--- src/rtl/tdc_meas_sequencer.sv ---
// Burst measurement sequencer for simple_tdc_core: start/stop/ack per shot, sum/count/min/max summary.
// Optional min/max tracking is enabled by defining TDC_SEQ_MINMAX_EN.
module tdc_meas_sequencer #(
   parameter int unsigned COARSE_WIDTH = 24,
   parameter int unsigned SHOT_WIDTH   = 8,
   parameter int unsigned TMO_WIDTH    = 24
) (
   input  logic                               clk_fast,
   input  logic                               rst,
   input  logic                               cmd_go,
   input  logic                               cmd_abort,
   input  logic [SHOT_WIDTH-1:0]              cfg_shots,
   input  logic [TMO_WIDTH-1:0]               cfg_timeout,
   input  logic                               hit_stop,
   output logic                               tdc_start,
   output logic                               tdc_stop,
   output logic                               tdc_ack,
   input  logic                               tdc_busy,
   input  logic                               tdc_valid,
   input  logic [COARSE_WIDTH-1:0]            tdc_coarse,
   output logic                               seq_busy,
   output logic                               res_valid,
   input  logic                               res_ready,
   output logic [COARSE_WIDTH+SHOT_WIDTH-1:0] res_sum,
   output logic [SHOT_WIDTH-1:0]              res_ok_count,
   output logic [SHOT_WIDTH-1:0]              res_tmo_count,
   output logic [COARSE_WIDTH-1:0]            res_min,
   output logic [COARSE_WIDTH-1:0]            res_max
);

   localparam int unsigned SUM_WIDTH = COARSE_WIDTH + SHOT_WIDTH;

   typedef enum logic [2:0] {
      S_IDLE, S_ARM, S_WAIT_STOP, S_WAIT_VALID, S_ACK, S_DRAIN, S_DONE
   } state_t;

   state_t                  state_q, state_nxt;
   logic [SHOT_WIDTH-1:0]   shots_q, shots_nxt;
   logic [TMO_WIDTH-1:0]    tmo_q, tmo_nxt;
   logic [TMO_WIDTH-1:0]    timer_q, timer_nxt;
   logic [SHOT_WIDTH-1:0]   shot_cnt_q, shot_cnt_nxt;
   logic                    shot_ok_q, shot_ok_nxt;
   logic                    abort_q, abort_nxt;
   logic                    start_nxt, stop_nxt, ack_nxt, busy_nxt, valid_nxt;
   logic [SUM_WIDTH-1:0]    sum_nxt;
   logic [SHOT_WIDTH-1:0]   ok_cnt_nxt, tmo_cnt_nxt;
`ifdef TDC_SEQ_MINMAX_EN
   logic [COARSE_WIDTH-1:0] min_q, min_nxt, max_q, max_nxt;
`endif

   // Next-state and registered-output computation
   always_comb begin
      state_nxt    = state_q;
      shots_nxt    = shots_q;
      tmo_nxt      = tmo_q;
      timer_nxt    = timer_q;
      shot_cnt_nxt = shot_cnt_q;
      shot_ok_nxt  = shot_ok_q;
      abort_nxt    = abort_q;
      start_nxt    = 1'b0;
      stop_nxt     = 1'b0;
      ack_nxt      = 1'b0;
      valid_nxt    = res_valid;
      sum_nxt      = res_sum;
      ok_cnt_nxt   = res_ok_count;
      tmo_cnt_nxt  = res_tmo_count;
`ifdef TDC_SEQ_MINMAX_EN
      min_nxt      = min_q;
      max_nxt      = max_q;
`endif

      case (state_q)
         S_IDLE: begin
            if (cmd_go && (cfg_shots != '0)) begin
               shots_nxt    = cfg_shots;
               tmo_nxt      = cfg_timeout;
               shot_cnt_nxt = '0;
               abort_nxt    = 1'b0;
               sum_nxt      = '0;
               ok_cnt_nxt   = '0;
               tmo_cnt_nxt  = '0;
`ifdef TDC_SEQ_MINMAX_EN
               min_nxt      = '1;
               max_nxt      = '0;
`endif
               state_nxt    = S_ARM;
            end
         end
         S_ARM: begin
            if (cmd_abort) begin
               state_nxt = S_IDLE;
            end else if (!tdc_busy && !tdc_valid) begin
               start_nxt = 1'b1;
               timer_nxt = '0;
               state_nxt = S_WAIT_STOP;
            end
         end
         S_WAIT_STOP: begin
            timer_nxt = timer_q + TMO_WIDTH'(1);
            if (cmd_abort) begin
               stop_nxt  = 1'b1;
               state_nxt = S_DRAIN;
            end else if (hit_stop) begin
               stop_nxt    = 1'b1;
               shot_ok_nxt = 1'b1;
               state_nxt   = S_WAIT_VALID;
            end else if ((tmo_q != '0) && (timer_q == tmo_q - TMO_WIDTH'(1))) begin
               stop_nxt    = 1'b1;
               shot_ok_nxt = 1'b0;
               state_nxt   = S_WAIT_VALID;
            end
         end
         S_WAIT_VALID: begin
            // An abort here lets the shot finish, then drops the burst
            if (cmd_abort) begin
               abort_nxt = 1'b1;
            end
            if (tdc_valid) begin
               ack_nxt   = 1'b1;
               state_nxt = S_ACK;
               if (shot_ok_q) begin
                  sum_nxt    = res_sum + SUM_WIDTH'(tdc_coarse);
                  ok_cnt_nxt = res_ok_count + SHOT_WIDTH'(1);
`ifdef TDC_SEQ_MINMAX_EN
                  if (tdc_coarse < min_q) min_nxt = tdc_coarse;
                  if (tdc_coarse > max_q) max_nxt = tdc_coarse;
`endif
               end else begin
                  tmo_cnt_nxt = res_tmo_count + SHOT_WIDTH'(1);
               end
            end
         end
         S_ACK: begin
            shot_cnt_nxt = shot_cnt_q + SHOT_WIDTH'(1);
            if (abort_q || cmd_abort) begin
               state_nxt = S_IDLE;
            end else if (shot_cnt_q == shots_q - SHOT_WIDTH'(1)) begin
               valid_nxt = 1'b1;
               state_nxt = S_DONE;
            end else begin
               state_nxt = S_ARM;
            end
         end
         S_DRAIN: begin
            if (tdc_valid) begin
               ack_nxt   = 1'b1;
               state_nxt = S_IDLE;
            end
         end
         S_DONE: begin
            if (res_ready) begin
               valid_nxt = 1'b0;
               state_nxt = S_IDLE;
            end
         end
         default: state_nxt = S_IDLE;
      endcase

      busy_nxt = (state_nxt != S_IDLE) && (state_nxt != S_DONE);
   end

   // State and output registers
   always_ff @(posedge clk_fast) begin
      if (rst) begin
         state_q       <= S_IDLE;
         shots_q       <= '0;
         tmo_q         <= '0;
         timer_q       <= '0;
         shot_cnt_q    <= '0;
         shot_ok_q     <= 1'b0;
         abort_q       <= 1'b0;
         tdc_start     <= 1'b0;
         tdc_stop      <= 1'b0;
         tdc_ack       <= 1'b0;
         seq_busy      <= 1'b0;
         res_valid     <= 1'b0;
         res_sum       <= '0;
         res_ok_count  <= '0;
         res_tmo_count <= '0;
`ifdef TDC_SEQ_MINMAX_EN
         min_q         <= '1;
         max_q         <= '0;
`endif
      end else begin
         state_q       <= state_nxt;
         shots_q       <= shots_nxt;
         tmo_q         <= tmo_nxt;
         timer_q       <= timer_nxt;
         shot_cnt_q    <= shot_cnt_nxt;
         shot_ok_q     <= shot_ok_nxt;
         abort_q       <= abort_nxt;
         tdc_start     <= start_nxt;
         tdc_stop      <= stop_nxt;
         tdc_ack       <= ack_nxt;
         seq_busy      <= busy_nxt;
         res_valid     <= valid_nxt;
         res_sum       <= sum_nxt;
         res_ok_count  <= ok_cnt_nxt;
         res_tmo_count <= tmo_cnt_nxt;
`ifdef TDC_SEQ_MINMAX_EN
         min_q         <= min_nxt;
         max_q         <= max_nxt;
`endif
      end
   end

`ifdef TDC_SEQ_MINMAX_EN
   assign res_min = min_q;
   assign res_max = max_q;
`else
   assign res_min = '0;
   assign res_max = '0;
`endif

endmodule

--- config.mk ---
export PLATFORM = sky130hd
export DESIGN_NAME = tdc_meas_sequencer
export DESIGN_NICKNAME = d
export VERILOG_FILES = /design/src/rtl/tdc_meas_sequencer.sv
export SDC_FILE = /design/constraint.sdc
export NUM_CORES = 1
export LEC_CHECK = 0
export ABC_AREA = 0
export CORE_ASPECT_RATIO = 1.1
export CORE_MARGIN = 2
export CORE_UTILIZATION = 35
export CTS_CLUSTER_DIAMETER = 120
export DETAILED_ROUTE_END_ITERATION = 10
export HOLD_SLACK_MARGIN = 0.02
export PLACE_DENSITY = 0.6
export SYNTH_ARGS = -nofsm -noshare
export SYNTH_HDL_FRONTEND = slang
export SYNTH_SLANG_ARGS = --single-unit
--- constraint.sdc ---
create_clock -name clk_fast -period 7.3 [get_ports clk_fast]
set_input_delay 1.825 -clock clk_fast [delete_from_list [all_inputs] [get_ports clk_fast]]
set_output_delay 1.825 -clock clk_fast [all_outputs]
set_load 0.05 [all_outputs]
---- Yosys cells after proc, flatten, opt, wreduce, memory -nomap -nowiden ----
Cells that the tools add are included.
word-level totals
  word-level logic and storage cells ...... 114
  output and inout port bits .............. 101
  register bits ........................... 122
operators by class
  equal/unequal tests ..................... 19
  reductions and logical operators ........ 28
  multiplexer cells ....................... 41
  bitwise gates (word level) .............. 4
  add/sub/neg operators ................... 7
operator list
  cell                     count
  $mux W32                 3
  $pmux W32 S2             1
  $mux W24                 2
  $pmux W24 S2             1
  $pmux W8 S2              3
  $mux W8                  5
  $mux W3                  11
  $add A32 B24 Y32         1
  $add A24 B1 Y24 const B  1
  $add A8 B1 Y8 const B    3
  $eq A24 B24 Y1           1
  $reduce_bool A24 Y1      1
  $sub A24 B1 Y24 const B  1
  $pmux W3 S7              1
  $ne A2 B2 Y1 const B     10
  $mux W1                  12
  $reduce_and A4 Y1        3
  $reduce_bool A2 Y1       5
  $eq A3 B3 Y1 const B     3
  $reduce_and A3 Y1        3
  $eq A8 B8 Y1             1
  $reduce_bool A8 Y1       1
  $sub A8 B1 Y8 const B    1
  $eq A3 B2 Y1 const B     2
  12 further kinds         23

---- Depth between registers and ports, before layout ----
  depth after elaboration ................. 9
  mapped depth ............................ 12
  gate-level depth less buffers ........... 10

---- Least setup slack after synthesis ----
No wires, ideal clock.
  kind .................................... input to register
  start point ............................. input port tdc_coarse[0]
  end point ............................... register res_sum[28]
  data required time ...................... 7228 ps
  path buffers ............................ 0
  arrival time ............................ 4172 ps
  path slack .............................. 3056 ps
  cell stages on the path ................. 10
  path through ............................ ha_1 fa_1 a21o_1 a311oi_1 or3_1 a21oi_1 a2111oi_0 nor2_1 nand3_1 mux2i_1
on the way
  longest elaborated chain between the ends .. 4
RTL lines
  element               line  RTL
  from (decl)           20    input logic [COARSE_WIDTH-1:0] tdc_coarse,
  $add A32 B24 Y32      122   sum_nxt = res_sum + SUM_WIDTH'(tdc_coarse);
  $mux W32              121   if (shot_ok_q) begin
  $mux W32              118   if (tdc_valid) begin
  $pmux W32 S2          72    case (state_q)
  to (signal assigned)  197   res_sum <= sum_nxt;
  to (decl)             24    output logic [COARSE_WIDTH+SHOT_WIDTH-1:0] res_sum,
No other way between the ends. The select of a mux whose other input is x is not followed.
A chain may end at the register's enable or synchronous reset.

---- Final worst setup path ----
Ends and elaborated chain as after synthesis.

==> impl_results.md <==
- Post-Place Setup Slack: 2.30 ns
- Final Hold Vio Count: 0
- DIE AREA: 23100 um2
- GRT Overall Usage: 17.0%
- Area Overhead vs Synth: 23.4%
- Yosys top cell area share: 31.9%
- Clock skew: 0.0105 ns
- Clock buffer depth: 2
- Sequential area share after synthesis: 31.9%
- Final WS setup: 2.68 ns
- Post-route ant nets: 0
- CTS buffer count: 17
- RSZ-0062 raised after global routing: false
- Final setup viols: 0
- Power Dens Cells: 197 nW/um2
- Total wire length: 19600 um
- First-pass GRT wire length: 32700 um
- Post-CTS Setup Inserts: 0
- Clock Sinks: 122
- Min cycle time layout: 4.62 ns
- Vias per inst: 5.05
- Die height: 159 um
- Via Count: 6967
- CTS H-Tree Depth: 4
- Total power: 1860 uW
- Final Max Slew Viols: 0
- Register-to-Register Path Depth: 10
- Synth area leaders: dfxtp_1 32%, nand2_1 6.3%, xor2_1 5.5%
- Main synth FF type: dfxtp_1
- # fillers: 2222
- Most frequent cells in the layout: 128 x nand2_1, 122 x dfxtp_1, 115 x clkdlybuf4s50_1
- Row cnt: 56
- Number of distinct library cells after synthesis: 68
- Layout cells sized above 1: 4.78%
- Number of flops mapped to enable cells by yosys: 0
- Area leader, netlist: dfxtp_1
- Worst Setup Start Kind: input pin
- DRC: 0
- Mapped Area: 7660 um2
- Layout Nets: 1172
- Syn_area_per_cell: 7.79 um2
- CTS resizes: 0
- Crit Path Category: in2reg
- End-of-flow core utilization: 44.1%
- Synth Warn #: 0
- I/O Pins: 165
- HP Class: reg2reg
- FF+latch count, synth: 122
- Initial antenna violation count: 1
- Multi-input logic area: 4780 um2
- Commonest non-fill, non-tap cell in the layout: nand2_1
- I/O Buffers: 116
- DR WL/cell: 14.2 um
- Number of global-route vias before repair: 6626
- Post-synth ARST share: 0%
- GP Congestion: 0.825
- Critical path endpoint category: flip-flop
- Core ar.: 21400 um2
- Grt ovf: 0
- Clk root buf: clkbuf_16
- Register area: 2440 um2
- Pre-antenna DRT Iters: 7
- Worst-path clk slew: 0.06 ns
- Tcrit/Tclk final: 63.3%
- Placed Instances: 1348
- Die Span X: 145 um
- Setup TNS: 0 ns
- Outcome: complete, no violations
- Cell Count, Final, Fillers Out: 1380
- Worst hold stages: 2
- Max IR drop VDD: 0.000152 V
- Max-cap violations: 0
- Worst Path Arrival: 4.96 ns
- Worst-Skew Late Latency: 0.42 ns
- Largest net degree at the start of global routing: 73
- Initial Util: 35.7%
- Slew HR: 34.9%
- Mapped Cells: 984
- 1st-iter DRT viols: 373
- Fmax: 216 MHz
- Leakage: 0.00364 uW
- Crit-path max FO: 4
- Critical Path RT: 7.64 ns
- CTS Hold Bufs: 0
- Hpwl dp: 14400 um
- CTS tree: built
- Slew @ Worst Pin: 0.977 ns
## synthesized netlist by cell type, drive strengths merged (4+ instances only)
master	count
a211oi	5
nor2	107
nand3	34
a2111oi	4
or4	4
inv	22
a31oi	14
nand4	20
buf	59
o211ai	8
a21oi	82
nor3b	5
or2	4
dfxtp	122
nor3	22
nand2b	7
a22oi	14
a311oi	6
xnor2	41
mux2i	14
nand2	128
nor4b	5
clkbuf	35
nor2b	5
or3	16
and3	14
o21a	7
o31ai	4
a21o	6
nor4	16
o311ai	6
o21ai	36
xor2	48
ha	30
nand4b	4
## per-layer routing
metal	part of all wire (%)	vias up	GRT usage (%)	wire (um)
met2	45	168	27.3	8850
met5	0	-	0	0
met3	3.8	21	3.09	741
li1	-	3568	-	-
met1	49	3210	22.8	9640
met4	1.7	0	6.19	323
## state kept, by name, summed over array words and instances (netlist names)
signal	flops
res_valid	1
shot_ok_q	1
tmo_q	24
res_tmo_count	8
shot_cnt_q	8
res_ok_count	8
state_q	3
seq_busy	1
tdc_stop	1
tdc_start	1
res_sum	32
tdc_ack	1
abort_q	1
timer_q	24
shots_q	8
## per-stage QoR
stage          hold WS (ns)  cell area, um2
5_1_grt               0.498            9460
6_report              0.463            9460
3_5_place_dp          0.457            8860
2_1_floorplan         0.430            7840
4_1_cts               0.466            9460
3_3_place_gp          0.450            8860
## logic make-up (layout without fill, tap and decap cells)
group           after synthesis  after routing  synth area share, %
compound gates              211            211                 17.4
xor+xnor                     89             89                 10.2
fa+ha+maj                    31             31                 5.16
buf+inv                     116            174                 8.16
flops                       122            122                 31.9
mux                          14             14                 1.83
other cells                   1             49               0.0489
simple gates                400            400                 25.4
## report_power, final
part | switching [uW] | internal (uW)
clock | 296 | 559
combinational | 196 | 109
sequential | 21.8 | 680
total | 514 | 1350
## worst paths after layout
check           startpoint  slack [ns]           to
max          tdc_coarse[0]        2.68  res_sum[28]
min            res_sum[19]        0.46  res_sum[19]
max reg2reg       tmo_q[0]        3.88     seq_busy
min reg2reg    res_sum[19]        0.46  res_sum[19]
## critical path, cell delays in order
cell and delay (ns):
clkdlybuf4s50_1 0.41, ha_1 0.22, fa_1 0.41, a21o_1 0.20, a311oi_1 0.35, or3_1 0.21, a21oi_1 0.14, a2111oi_0 0.71
nor2_1 0.16, nand3_1 0.14, mux2i_1 0.18
## cell type report
cell class	instances	share of cell area, %
multi-input combinational	793	50.5
sequential	122	25.8
timing repair buffer	121	12.6
clock buffer	23	5.05
tap	290	3.84
clock inverter	8	1.24
inverter	22	0.873
antenna	1	0.0265
No activity file was read; power rests on OpenSTA's default activity.
